### src/rtl/step_counter.sv
// rtl/step_counter.sv - registered up/down counter with programmable step, modulus and wrap/saturate
module step_counter #(
  parameter int WIDTH   = 4,
  parameter int MAX     = 2**WIDTH-1,
  parameter int RST_VAL = 0
) (
  input  logic             clk,
  input  logic             rst,
  input  logic             en,
  input  logic             up,
  input  logic [WIDTH-1:0] step,
  input  logic             sat,
  input  logic             load,
  input  logic [WIDTH-1:0] load_val,
  input  logic             clr_flag,
  output logic [WIDTH-1:0] count,
  output logic             ovf_p,
  output logic             at_bound,
  output logic             sticky
);

  localparam logic [WIDTH-1:0] MAX_W = WIDTH'(MAX);
  localparam logic [WIDTH-1:0] RST_W = WIDTH'(RST_VAL);
  localparam logic [WIDTH:0]   MAX_X = (WIDTH+1)'(MAX);
  localparam logic [WIDTH:0]   MOD_X = (WIDTH+1)'(MAX + 1);

  logic [WIDTH-1:0] step_x;
  logic [WIDTH:0]   sum;
  logic [WIDTH-1:0] nxt_count;
  logic             nxt_ovf;

  always_comb begin
    // Clamping an out-of-range step keeps every wrap result inside 0..MAX.
    step_x    = (step > MAX_W) ? MAX_W : step;
    sum       = {1'b0, count} + {1'b0, step_x};
    nxt_count = count;
    nxt_ovf   = 1'b0;
    if (load) begin
      nxt_count = (load_val > MAX_W) ? MAX_W : load_val;
    end else if (en) begin
      if (up) begin
        if (sum > MAX_X) begin
          nxt_ovf   = 1'b1;
          nxt_count = sat ? MAX_W : WIDTH'(sum - MOD_X);
        end else begin
          nxt_count = sum[WIDTH-1:0];
        end
      end else begin
        if (step_x <= count) begin
          nxt_count = count - step_x;
        end else begin
          nxt_ovf   = 1'b1;
          nxt_count = sat ? '0 : WIDTH'({1'b0, count} + MOD_X - {1'b0, step_x});
        end
      end
    end
  end

  always_ff @(posedge clk) begin
    if (rst) begin
      count  <= RST_W;
      ovf_p  <= 1'b0;
      sticky <= 1'b0;
    end else begin
      count  <= nxt_count;
      ovf_p  <= nxt_ovf;
      sticky <= nxt_ovf | (sticky & ~clr_flag);
    end
  end

  assign at_bound = up ? (count == MAX_W) : (count == '0);

endmodule

### config.mk
export PLATFORM = sky130hd
export DESIGN_NAME = step_counter
export DESIGN_NICKNAME = d
export VERILOG_FILES = /design/src/rtl/step_counter.sv
export SDC_FILE = /design/constraint.sdc
export NUM_CORES = 1
export LEC_CHECK = 0
export ABC_CLOCK_PERIOD_IN_PS = 1700
export CORE_UTILIZATION = 30
export CTS_BUF_LIST = sky130_fd_sc_hd__clkbuf_8
export CTS_CLUSTER_DIAMETER = 150
export CTS_CLUSTER_SIZE = 8
export DETAILED_ROUTE_END_ITERATION = 8
export HOLD_SLACK_MARGIN = 0.08
export MAX_ROUTING_LAYER = met4
export PLACE_DENSITY = 0.62
export SYNTH_ARGS = -nofsm -noshare
export SYNTH_HDL_FRONTEND = slang
export SYNTH_SLANG_ARGS = --single-unit
### constraint.sdc
create_clock -name clk -period 1.7 [get_ports clk]
set_clock_uncertainty 0.2 [all_clocks]
set_input_delay 0.255 -clock clk [delete_from_list [all_inputs] [get_ports clk]]
set_output_delay 0.255 -clock clk [all_outputs]
set_load 0.02 [all_outputs]
==> results.toml, run 1 <==
[sta]
max_freq_mhz = 527
timing.hold.ws_ns = 0.267
period_minus_slack_ns = 1.90
setup_viol = 7
tightest_slew_ns = 0.365
fin_ws_ns = -0.198
relSlewSlack_pct = 75.6
finalMaxSlewViolations = 0
rsz0062_at_grt = "true"
hold_viol = 0
period_share_pct = 112

[synthesis]
synth-seq-cells = 6
synth_edf_count = 0
yosys_warnings = 0
synth-main-ff-cell = "dfxtp_1"
avgSynthCellArea_um2 = 8.21
synth-seq-area-share_pct = 18.3
ys_types = 28
syn_inst = 80
async_reset_ff_share_pct = 0
syn_area_um2 = 657
syn_nets = 105

[die]
rows = 16
die_h_um = 48.8
fp.dieArea_um2 = 2380
core_area_um2 = 2000
io_pins = 22
initial_core_util_pct = 32.8
die_x_um = 48.8

[clock_network]
clk_latency_ns = 0.22
cts_sinks = 6
cts_root_buffer = "clkbuf_8"
clockBufferDepth = 2
cts_buffers = 3
htreeDepth = 1
cts_tree = "yes"
path_clk_slew_ns = 0.04

[placement]
place_worst_setup_slack_ns = -0.727
gp_congestion = 0.815
portBuffers = 21
dp.cells = 149
dpl.hpwl_um = 1610

[cells_and_area]
fillers = 180
antenna_cells = 0
area_growth_pct = 87.4
stdcell_count = 156
drive_gt1_share_pct = 45.7
layout.nets = 155

[grt]
grt_pass1_wl_um = 3510
antenna_found_initial = 0
grt_pass1_vias = 775
grt_use_total_pct = 19.6
grt-ovfl-total = 0
grt_max_degree = 9

[routing]
vias = 740
via_per_inst = 4.74
post-route-drc-count = 0
firstDrtPassIters = 4
wire_per_inst_um = 12.9
drt_iter0_drc = 10
ant_nets = 0
wl_um = 2020

[critical_path]
path_max_fanout = 3
worstSetupPathType = "reg -> reg"
start_kind = "register"
crit_path_max_incr_delay_ns = 0.36
worstPathRequired_ns = 1.66
path_cells = "inv_4 > ha_4 > inv_2 > fa_2 > a21oi_2 > o21a_2 > nand2_1 > a211oi_2 > a21o_1"
critical_path.slowest_cell = "dfxtp_4"
cp.arrival_ns = 1.86
end_kind = "register"

[job]
cap_violations = 0

[power_and_ir_drop]
ir_drop_uv = 455
power_density_nw_per_um2 = 594
leakagePower_uw = 0.000541
finalPower_uw = 731

[status]
status = "finished, violations left"
violations = "negative setup slack"

[hold_path]
worstHoldPathType = "reg -> reg"
layer usage:
metal / GRT usage, % / vias to the layer above / routed length [µm]
met5: - / - / 0
met4: 4.41 / 0 / 0
met3: 3.43 / 0 / 32
met2: 34.7 / 11 / 1070
met1: 22.9 / 352 / 916
li1: - / 377 / -
stage by stage:
| stage | TNS, ns | cell area, µm² | utilization [%] |
|---|---|---|---|
| 5_1_grt | -1.76 | 1230 | 61.5 |
| 2_1_floorplan | -0.767 | 722 | - |
| 6_report | -1.18 | 1230 | 61.5 |
| 3_3_place_gp | -4.32 | 1120 | 55.9 |
| 3_5_place_dp | -4.51 | 1120 | 55.9 |
| 4_1_cts | -1.28 | 1200 | 60.0 |
placed cells by master, fill, tap and decap left out, types with 2 or more instances in the layout:
cell type,n
buf_4,27
clkdlybuf4s50_1,12
a21oi_1,8
dlygate4sd2_1,7
inv_1,5
nand2_1,5
nor2_1,5
ha_4,5
inv_2,4
o21ai_0,4
xor2_1,3
ha_1,3
clkbuf_8,3
o21ai_1,2
a21oi_2,2
nand2b_1,2
nor3b_1,2
nor3_1,2
fa_2,2
dfxtp_4,2
dfxtp_2,2
dfxtp_1,2
kinds of logic after synthesis:
| logic type | synth area share [%] |
|---|---|
| AOI/OAI and AO/OA | 29.5 |
| and+or+nand+nor | 16.4 |
| xor gates and xnor gates | 5.33 |
| adders and majority gates | 21.3 |
| buffers and inverters | 9.14 |
| DFF | 18.3 |
what timing repair did:
| action | CTS | global route |
|---|---|---|
| endpoints found under the setup margin | 11 | 7 |
| buffers inserted | 3 | 0 |
| hold buffers | 0 | 0 |
| pin swaps | 9 | 7 |
| gates resized for setup | 21 | 8 |
worst max-delay path: cells and delay by family, from the launching register on:
kind,cells,cell delay (ns)
buffers and inverters,2,0.09
AND/OR/NAND/NOR,1,0.08
adder cells (fa/ha/maj),2,0.46
flip-flops,1,0.36
AO/OA/AOI/OAI,4,0.64
flip-flops by register name, summed over array words and instances (netlist names):
name    flops
count       4
ovf_p       1
sticky      1
report_power, final:
part | switching, µW | leakage [µW] | internal (µW)
Sequential | 18.3 | 0.0000513 | 153
Combinational | 156 | 0.000463 | 187
Clock | 61.3 | 0.0000269 | 155
worst paths after layout:
check / from / end / slack (ns) / depth (start not counted)
min reg2reg: sticky / sticky / 0.27 / 1
max reg2reg: count[0] / sticky / -0.20 / 9
min: sticky / sticky / 0.27 / 1
max: count[0] / sticky / -0.20 / 9
cell usage after synthesis, types with 2 or more instances:
cell type	instances	area share, %
nor3b_1	2	2.3
a21boi_1	2	2.3
nor3_1	2	1.5
inv_1	9	5.1
buf_6	2	3.4
a211oi_1	2	2.3
nand2b_1	2	1.9
fa_1	2	6.1
nor2_1	5	2.9
nand2_1	5	2.9
dfxtp_1	6	18
a21oi_1	11	8.4
ha_1	8	15
xor2_1	3	4.0
o21ai_0	6	4.6
final cells by class:
cell class	instances	area (µm²)	area share [%]
inverters	9	36.3	2.95
multi-input cells	62	587	47.7
clock buffers	3	41.3	3.35
flip-flops and latches	6	130	10.6
repair buffers	48	399	32.4
clock inverters	1	3.75	0.305
well taps	27	33.8	2.74
No activity file was read; power rests on OpenSTA's default activity.
==> inputs of run 2 (changes only) <==
--- a/config.mk
+++ b/config.mk
@@ -8,7 +8,7 @@
 export ABC_CLOCK_PERIOD_IN_PS = 1700
 export CORE_UTILIZATION = 30
 export CTS_BUF_LIST = sky130_fd_sc_hd__clkbuf_8
-export CTS_CLUSTER_DIAMETER = 150
+export CTS_CLUSTER_DIAMETER = 30
 export CTS_CLUSTER_SIZE = 8
 export DETAILED_ROUTE_END_ITERATION = 8
 export HOLD_SLACK_MARGIN = 0.08
==> results of run 2 <==
Same layout as run 1: the final DEF is identical, and so are final timing and power.
